`src/rtl/host_loader.sv`:
```
// Host command front end: parses host byte frames, issues single Wishbone cycles,
// owns the processor control register and returns status/read data as reply bytes.
module host_loader #(
    parameter int unsigned ADDRESS_WIDTH = 24,
    parameter int unsigned ACK_TIMEOUT   = 255,
    parameter logic [15:0] CONTROL_RESET = 16'h0001
) (
    input  logic                     clk,
    input  logic                     rstN,
    input  logic [7:0]               rxData,
    input  logic                     rxValid,
    output logic                     rxReady,
    output logic [7:0]               txData,
    output logic                     txValid,
    input  logic                     txReady,
    output logic [ADDRESS_WIDTH-1:0] wbAdrO,
    output logic [15:0]              wbDatO,
    input  logic [15:0]              wbDatI,
    output logic                     wbCycO,
    output logic                     wbStbO,
    output logic                     wbWeO,
    input  logic                     wbAckI,
    output logic [15:0]              controlReg,
    input  logic [15:0]              statusReg
);

    localparam int unsigned TO_W = ($clog2(ACK_TIMEOUT + 1) > 8) ? $clog2(ACK_TIMEOUT + 1) : 8;

    localparam logic [7:0] OP_WRITE = 8'h57;
    localparam logic [7:0] OP_READ  = 8'h52;
    localparam logic [7:0] OP_CTRL  = 8'h43;
    localparam logic [7:0] OP_STAT  = 8'h53;
    localparam logic [7:0] RSP_OK   = 8'h4B;
    localparam logic [7:0] RSP_UNK  = 8'h3F;
    localparam logic [7:0] RSP_ERR  = 8'h45;

    typedef enum logic [1:0] {
        IDLE,
        ARGS,
        BUS,
        REPLY
    } stateT;

    stateT                    state, stateNext;
    logic [7:0]               opcode, opcodeNext;
    logic [31:0]              argShift, argShiftNext;
    logic [2:0]               argCnt, argCntNext;
    logic [TO_W-1:0]          toCnt, toCntNext;
    logic                     busReq, busReqNext;
    logic                     weNext;
    logic [ADDRESS_WIDTH-1:0] adrNext;
    logic [15:0]              datNext;
    logic [15:0]              ctrlNext;
    logic [7:0]               txDataNext;
    logic                     txValidNext;
    logic [7:0]               secondByte, secondByteNext;
    logic                     hasSecond, hasSecondNext;
    logic                     rxReadyNext;
    logic                     rxFire;
    logic [39:0]              shifted;
    logic [23:0]              addrW, addrR;

    assign wbCycO = busReq;
    assign wbStbO = busReq;

    assign rxFire  = rxValid && rxReady;
    assign shifted = {argShift, rxData};
    assign addrW   = shifted[39:16];
    assign addrR   = shifted[23:0];

    // State and datapath registers
    always_ff @(posedge clk or negedge rstN) begin
        if (!rstN) begin
            state      <= IDLE;
            opcode     <= 8'h00;
            argShift   <= 32'h0;
            argCnt     <= 3'd0;
            toCnt      <= '0;
            busReq     <= 1'b0;
            wbWeO      <= 1'b0;
            wbAdrO     <= '0;
            wbDatO     <= 16'h0;
            controlReg <= CONTROL_RESET;
            txData     <= 8'h00;
            txValid    <= 1'b0;
            secondByte <= 8'h00;
            hasSecond  <= 1'b0;
            rxReady    <= 1'b0;
        end else begin
            state      <= stateNext;
            opcode     <= opcodeNext;
            argShift   <= argShiftNext;
            argCnt     <= argCntNext;
            toCnt      <= toCntNext;
            busReq     <= busReqNext;
            wbWeO      <= weNext;
            wbAdrO     <= adrNext;
            wbDatO     <= datNext;
            controlReg <= ctrlNext;
            txData     <= txDataNext;
            txValid    <= txValidNext;
            secondByte <= secondByteNext;
            hasSecond  <= hasSecondNext;
            rxReady    <= rxReadyNext;
        end
    end

    // Frame parser, bus sequencer and reply generator
    always_comb begin
        stateNext      = state;
        opcodeNext     = opcode;
        argShiftNext   = argShift;
        argCntNext     = argCnt;
        toCntNext      = toCnt + TO_W'(1);
        busReqNext     = busReq;
        weNext         = wbWeO;
        adrNext        = wbAdrO;
        datNext        = wbDatO;
        ctrlNext       = controlReg;
        txDataNext     = txData;
        txValidNext    = txValid;
        secondByteNext = secondByte;
        hasSecondNext  = hasSecond;

        case (state)
            IDLE: begin
                if (rxFire) begin
                    opcodeNext = rxData;
                    case (rxData)
                        OP_WRITE: begin
                            argCntNext = 3'd5;
                            stateNext  = ARGS;
                        end
                        OP_READ: begin
                            argCntNext = 3'd3;
                            stateNext  = ARGS;
                        end
                        OP_CTRL: begin
                            argCntNext = 3'd2;
                            stateNext  = ARGS;
                        end
                        OP_STAT: begin
                            // One sample of statusReg feeds both reply bytes
                            txDataNext     = statusReg[15:8];
                            secondByteNext = statusReg[7:0];
                            hasSecondNext  = 1'b1;
                            txValidNext    = 1'b1;
                            stateNext      = REPLY;
                        end
                        default: begin
                            txDataNext    = RSP_UNK;
                            hasSecondNext = 1'b0;
                            txValidNext   = 1'b1;
                            stateNext     = REPLY;
                        end
                    endcase
                end
            end

            ARGS: begin
                if (rxFire) begin
                    argShiftNext = shifted[31:0];
                    argCntNext   = argCnt - 3'd1;
                    if (argCnt == 3'd1) begin
                        case (opcode)
                            OP_CTRL: begin
                                ctrlNext      = shifted[15:0];
                                txDataNext    = RSP_OK;
                                hasSecondNext = 1'b0;
                                txValidNext   = 1'b1;
                                stateNext     = REPLY;
                            end
                            OP_WRITE: begin
                                busReqNext = 1'b1;
                                weNext     = 1'b1;
                                adrNext    = addrW[ADDRESS_WIDTH-1:0];
                                datNext    = shifted[15:0];
                                toCntNext  = '0;
                                stateNext  = BUS;
                            end
                            default: begin
                                busReqNext = 1'b1;
                                weNext     = 1'b0;
                                adrNext    = addrR[ADDRESS_WIDTH-1:0];
                                toCntNext  = '0;
                                stateNext  = BUS;
                            end
                        endcase
                    end
                end
            end

            BUS: begin
                // Ack takes priority over a timeout reached in the same cycle
                if (wbAckI) begin
                    busReqNext  = 1'b0;
                    weNext      = 1'b0;
                    txValidNext = 1'b1;
                    stateNext   = REPLY;
                    if (wbWeO) begin
                        txDataNext    = RSP_OK;
                        hasSecondNext = 1'b0;
                    end else begin
                        txDataNext     = wbDatI[15:8];
                        secondByteNext = wbDatI[7:0];
                        hasSecondNext  = 1'b1;
                    end
                end else if (toCnt == TO_W'(ACK_TIMEOUT - 1)) begin
                    busReqNext    = 1'b0;
                    weNext        = 1'b0;
                    txDataNext    = RSP_ERR;
                    hasSecondNext = 1'b0;
                    txValidNext   = 1'b1;
                    stateNext     = REPLY;
                end
            end

            REPLY: begin
                if (txValid && txReady) begin
                    if (hasSecond) begin
                        txDataNext    = secondByte;
                        hasSecondNext = 1'b0;
                    end else begin
                        txValidNext = 1'b0;
                        stateNext   = IDLE;
                    end
                end
            end

            default: stateNext = IDLE;
        endcase

        rxReadyNext = (stateNext == IDLE) || (stateNext == ARGS);
    end

endmodule

```
`config.mk`:
```
export PLATFORM = sky130hd
export DESIGN_NAME = host_loader
export DESIGN_NICKNAME = d
export VERILOG_FILES = /design/src/rtl/host_loader.sv
export SDC_FILE = /design/constraint.sdc
export NUM_CORES = 1
export LEC_CHECK = 0
export CORE_ASPECT_RATIO = 0.9
export CORE_UTILIZATION = 50
export CTS_CLUSTER_DIAMETER = 100
export DETAILED_ROUTE_END_ITERATION = 12
export GPL_TIMING_DRIVEN = 0
export PLACE_DENSITY = 0.77
export SETUP_SLACK_MARGIN = 0.5
export SLEW_MARGIN = 10
export SYNTH_ARGS = -nofsm -noshare
export SYNTH_HDL_FRONTEND = slang
export SYNTH_SLANG_ARGS = --single-unit
```
`constraint.sdc`:
```
create_clock -name clk -period 2.18 [get_ports clk]
set_clock_uncertainty 0.1 [all_clocks]
set_input_delay 0.436 -clock clk [delete_from_list [all_inputs] [get_ports clk]]
set_output_delay 0.436 -clock clk [all_outputs]
set_load 0.02 [all_outputs]
```
Yosys cells after proc, flatten, opt, wreduce, memory -nomap -nowiden
Cells that the tools add are included.
Word-level totals
  register bits: 130
  bits of input ports: 45
  output and inout bits: 69
  logic and storage cells: 128
Cells by class
  $add $sub $neg: 2
  equality and inequality tests: 26
  multiplexer cells: 64
  bitwise gates (word level): 1
  reductions and logical operators: 20
Operators by type and width (count)
  two-way mux 8 bit: 17
  equality test 8 x 7 -> 1 bit (second input constant): 6
  case mux 24 bit (2 select lines): 1
  case mux 8 bit (2 select lines): 2
  case mux 8 bit (4 select lines): 1
  two-way mux 1 bit: 24
  != test 2 bit (second input constant): 11
  two-way mux 2 bit: 8
  AND reduction 4 bit: 4
  AND reduction 8 bit: 2
  AND reduction 5 bit: 2
  case mux 3 bit (3 select lines): 1
  adder 8 x 1 -> 8 bit (second input constant): 1
  equality test 8 bit (second input constant): 1
  case mux 1 bit (2 select lines): 4
  case mux 1 bit (4 select lines): 2
  case mux 2 bit (4 select lines): 1
  AND reduction 7 bit: 1
  two-way mux 3 bit: 2
  case mux 3 bit (2 select lines): 1
  nonzero test 2 bit: 3
  equality test 2 x 1 -> 1 bit (second input constant): 2
  equality test 2 bit (second input constant): 2
  zero test 2 bit: 2
  10 further kinds: 12

Longest topological paths before layout
  depth in word-level cells: 7
  mapped depth: 7
  depth with buffers taken out: 7

Worst setup path before layout
OpenSTA, ideal clock, no wires.
  kind: reg2reg
  start: register opcode[5]
  end: register wbDatO[6]
  setup time: 125 ps
  arrival time: 1769 ps
  data required time: 1955 ps
  slack: 186 ps
  stages on the path, launching flop included: 8
  path buffers: 2
  period minus slack after synthesis: 1994 ps
  cells stage by stage: dfrtp_1 > and4bb_2 > nand3b_1 > nor2_4 > and3_1 > buf_4 > buf_6 > mux2_2
On the way
  word-level cells in the longest chain between the ends: 2
Ends and longest elaborated chain
  from (decl): line 45  | logic [7:0] opcode, opcodeNext;
  from (signal assigned): line 91  | opcode <= opcodeNext;
  equality test 8 x 7 -> 1 bit: line 165  | case (opcode)
  AND reduction 4 bit (no source line)
  to (signal assigned): line 98  | wbDatO <= datNext;
  to (decl): line 17  | output logic [15:0] wbDatO,
No other way between the ends.
A chain may end at the register's enable or synchronous reset.

Worst setup path in the final report
  start: register opcode[2]
  end: register txData[3]
On the way
  word-level cells in the longest chain between the ends: 3
Ends and longest elaborated chain
  equality test 8 x 7 -> 1 bit: line 165
  != test 2 bit (no source line)
  AND reduction 8 bit (no source line)
  to (signal assigned): line 100  | txData <= txDataNext;
  to (decl): line 13  | output logic [7:0] txData,
No other way between the ends.

==> run metrics <==
least setup slack across all paths after layout approximately 0.07 ns; H-tree depth 4; run status finished clean; area share of fa/ha/maj cells after synthesis less than 1%; pin count of the biggest net entering global routing 74; largest family of logic cells by synthesized area simple AND/OR/NAND/NOR gates; startpoint type of the worst setup path flip-flop; clk slew on worst S/H paths approximately 0.060 ns; number of enable-type register cells in the synthesized netlist 0; ratio of cells with drive above 1 in the final layout between 30 and 40%; unrepaired setup endpoints after global routing true; Synth area leader dfrtp_1; xor-xnor portion of the synthesized cell area around 1.2%; Area contributors post-synth dfrtp_1 (55%), nand2_1 (8.3%), mux2_2 (7.8%); total CTS buffers 17; fraction of synthesis flops using an asynchronous set or reset pin 100%; TritonCTS clock tree yes; Arrival @ worst endpoint 2.31 ns; maximum vdd ir drop slightly below 800 uV; final setup violation count 0; top library cells by usage in the layout, fill and taps aside nand2_1 (126), dfrtp_1 (126), clkdlybuf4s15_1 (44); CORE AREA between 10000 and 15000 um2; count of yosys warnings during synthesis 0; number of cells produced by synthesis between 500 and 600; power density over the cells 1310 nW/um2; cell-by-cell listing of the critical path nor4b_4 > a41oi_2 > a211oi_4 > o211ai_4 > mux2_4; Worst Path Required between 2 and 2.5 ns; hold violation count in the final report 0; sequential-to-total area share from yosys stat between 50 and 60%; fraction of the mapped netlist area in simple logic gates 17.5%; source-to-sink clock delay at the later pin of the worst-skew pair 0.42 ns; Slew HR about three fifths; Sinks on Clock Net 130; number of nets in the synthesized netlist approximately 600; total via count after detailed routing approximately 5400; area share of the largest cell type after synthesis between 50% and 60%; total global routing track utilization ~30%; maximum fanout along the worst path 8; post-route worst hold slack between 0.15 and 0.2 ns; Mapped Area between 5000 and 6000 um2; total negative slack 0 ns; number of unique standard cell types used by synthesis 57; gpl congestion just over 0.8; per-cell via count in the routed design 5.94; Leakage 4.18 nW; number of core rows 37; Starting Density 51.5%; reported max-cap violation count 0; number of antenna-violating nets in the routed design 0; Finished Layout Cells 902; via count of the first global-routing pass 5188; count of input and output buffers 110; first drt pass iteration count 6; DP Cell Count slightly above 800; final critical-path share of the clock period between 90% and 100%; multiplexer share of the synthesized area roughly 14%; global-route wire length before repair roughly 27000 um; Post-synth top flop dfrtp_1; final-stage net count between 700 and 800; overall routed net length around 19000 um; Synth Area per Inst 10.6 um2; DRC violations left 0; area of the multi-input gates ~2900 um2; Slowest Stage Delay on Critical Path roughly 0.42 ns; # IOs about 110; Compound-Gate Fraction of Synth Area 8.61%; total area of sequential cells between 3000 and 4000 um2; number of max-slew violations in the final report 0; routed wirelength normalized by instance count between 20 and 25 um; Least-Margin Pin Slew around 0.57 ns; library cell contributing the largest single delay on the critical path dfrtp_1; count of antenna diodes in the layout 0; synthesized flop and latch total 130; buffer levels on the longest clock path 2; half-perimeter wire length after placement around 10000 um; 1st-iter DRT viols 500; area added between synthesis and finish 50.2%; height of the die about 110 um; critical path type reg -> reg; path class of the lowest-slack min-delay path in -> reg; die width roughly 120 um; Highest Clock Rate around 470 MHz; initial antenna violation count 0; global route total overflow 0; cell at the root of the clock tree clkbuf_16; clock period minus final worst setup slack between 2 and 2.5 ns; critical path capture point type flip-flop; worst slack after detailed placement -0.617 ns; Fillers roughly 680; full die area 12300 um2
-- worst max-delay path, delay by kind of cell, from the launching register on --
| kind | cells | cell delay, ns |
|---|---|---|
| and+or+nand+nor | 1 | 0.38 |
| AOI/OAI and AO/OA | 3 | 0.73 |
| DFF | 1 | 0.42 |
| muxes | 1 | 0.35 |
-- Yosys cell counts, drive strengths merged, types with 6 or more instances --
| cell | number |
|---|---|
| nand2 | 130 |
| buf | 16 |
| clkbuf | 12 |
| mux2i | 24 |
| a31oi | 10 |
| nand3 | 8 |
| dfrtp | 129 |
| inv | 8 |
| nor3 | 7 |
| a21oi | 35 |
| o21ai | 13 |
| xor2 | 6 |
| mux2 | 49 |
| nor2 | 56 |
-- layer usage --
layer | wire length (um) | GRT usage (%) | up-vias
met5 | 0 | 0 | -
met4 | 846 | 12.1 | 0
met2 | 9070 | 46.4 | 343
met3 | 1700 | 9.16 | 100
li1 | - | - | 2268
met1 | 7200 | 38.1 | 2649
-- report_power, final --
group | switching (mW) | total (mW) | internal [mW] | leakage (nW)
clock network | 1.11 | 2.94 | 1.82 | 0.285
registers | 0.868 | 4.14 | 3.28 | 1.65
logic | 2.47 | 4.57 | 2.10 | 2.24
total | 4.46 | 11.7 | 7.20 | 4.18
-- final timing paths --
check / cells past startpoint / end / slack (ns) / from
max: 5 / txData[3] / 0.07 / opcode[2]
min: 3 / argShift[0] / 0.18 / rxData[0]
max reg2reg: 5 / txData[3] / 0.07 / opcode[2]
min reg2reg: 2 / argShift[30] / 0.39 / argShift[30]
max in group asynchronous: 3 / controlReg[0] / 0.74 / rstN
min in group asynchronous: 2 / argShift[22] / 0.46 / rstN
-- final cells by class --
type	instances	share of cell area, %
Clock buffer	19	4.99
Clock inverter	13	1.82
Buffer	28	3.30
Timing Repair Buffer	158	17.8
Tap cell	156	2.20
Sequential cell	130	36.7
Inverter	8	0.338
Multi-Input combinational cell	390	32.8
-- sequential cells by signal, indices dropped and copies added, names as in the netlist --
| signal | count |
|---|---|
| argShift | 32 |
| rxReady | 1 |
| state | 2 |
| secondByte | 8 |
| argCnt | 3 |
| txValid | 1 |
| wbWeO | 1 |
| controlReg | 16 |
| hasSecond | 1 |
| opcode | 8 |
| txData | 8 |
| wbDatO | 16 |
| toCnt | 8 |
| wbCycO | 1 |
| wbAdrO | 24 |
-- what timing repair did --
| item | 4_1_cts | 5_1_grt |
|---|---|---|
| gates cloned | 3 | 5 |
| endpoints found under the setup margin | 189 | 171 |
| buffers inserted | 28 | 10 |
| hold buffers | 1 | 0 |
| endpoints found under the hold margin | 57 | 0 |
| gates resized for setup | 193 | 144 |
| pin swaps | 20 | 36 |
-- metrics by stage --
stage | util [%] | power (mW) | cell area, um2
after detailed placement | 63.8 | 7.78 | 7320
after CTS | 73.9 | 10.9 | 8490
after global placement | 63.5 | 7.61 | 7290
after floorplan | - | 6.30 | 5990
after global routing | 77.4 | 12.1 | 8880
final | 77.4 | 11.7 | 8880
-- kinds of logic (layout without fill, tap and decap cells) --
| kind of cell | after synthesis | in the layout |
|---|---|---|
| and+or+nand+nor | 228 | 228 |
| DFF | 130 | 130 |
| AOI/OAI and AO/OA | 77 | 77 |
| muxes | 73 | 73 |
| buffers and inverters | 36 | 226 |
| xor gates and xnor gates | 8 | 8 |
| adders and majority gates | 4 | 4 |
Note: power is estimated with default switching activity, not from simulation.
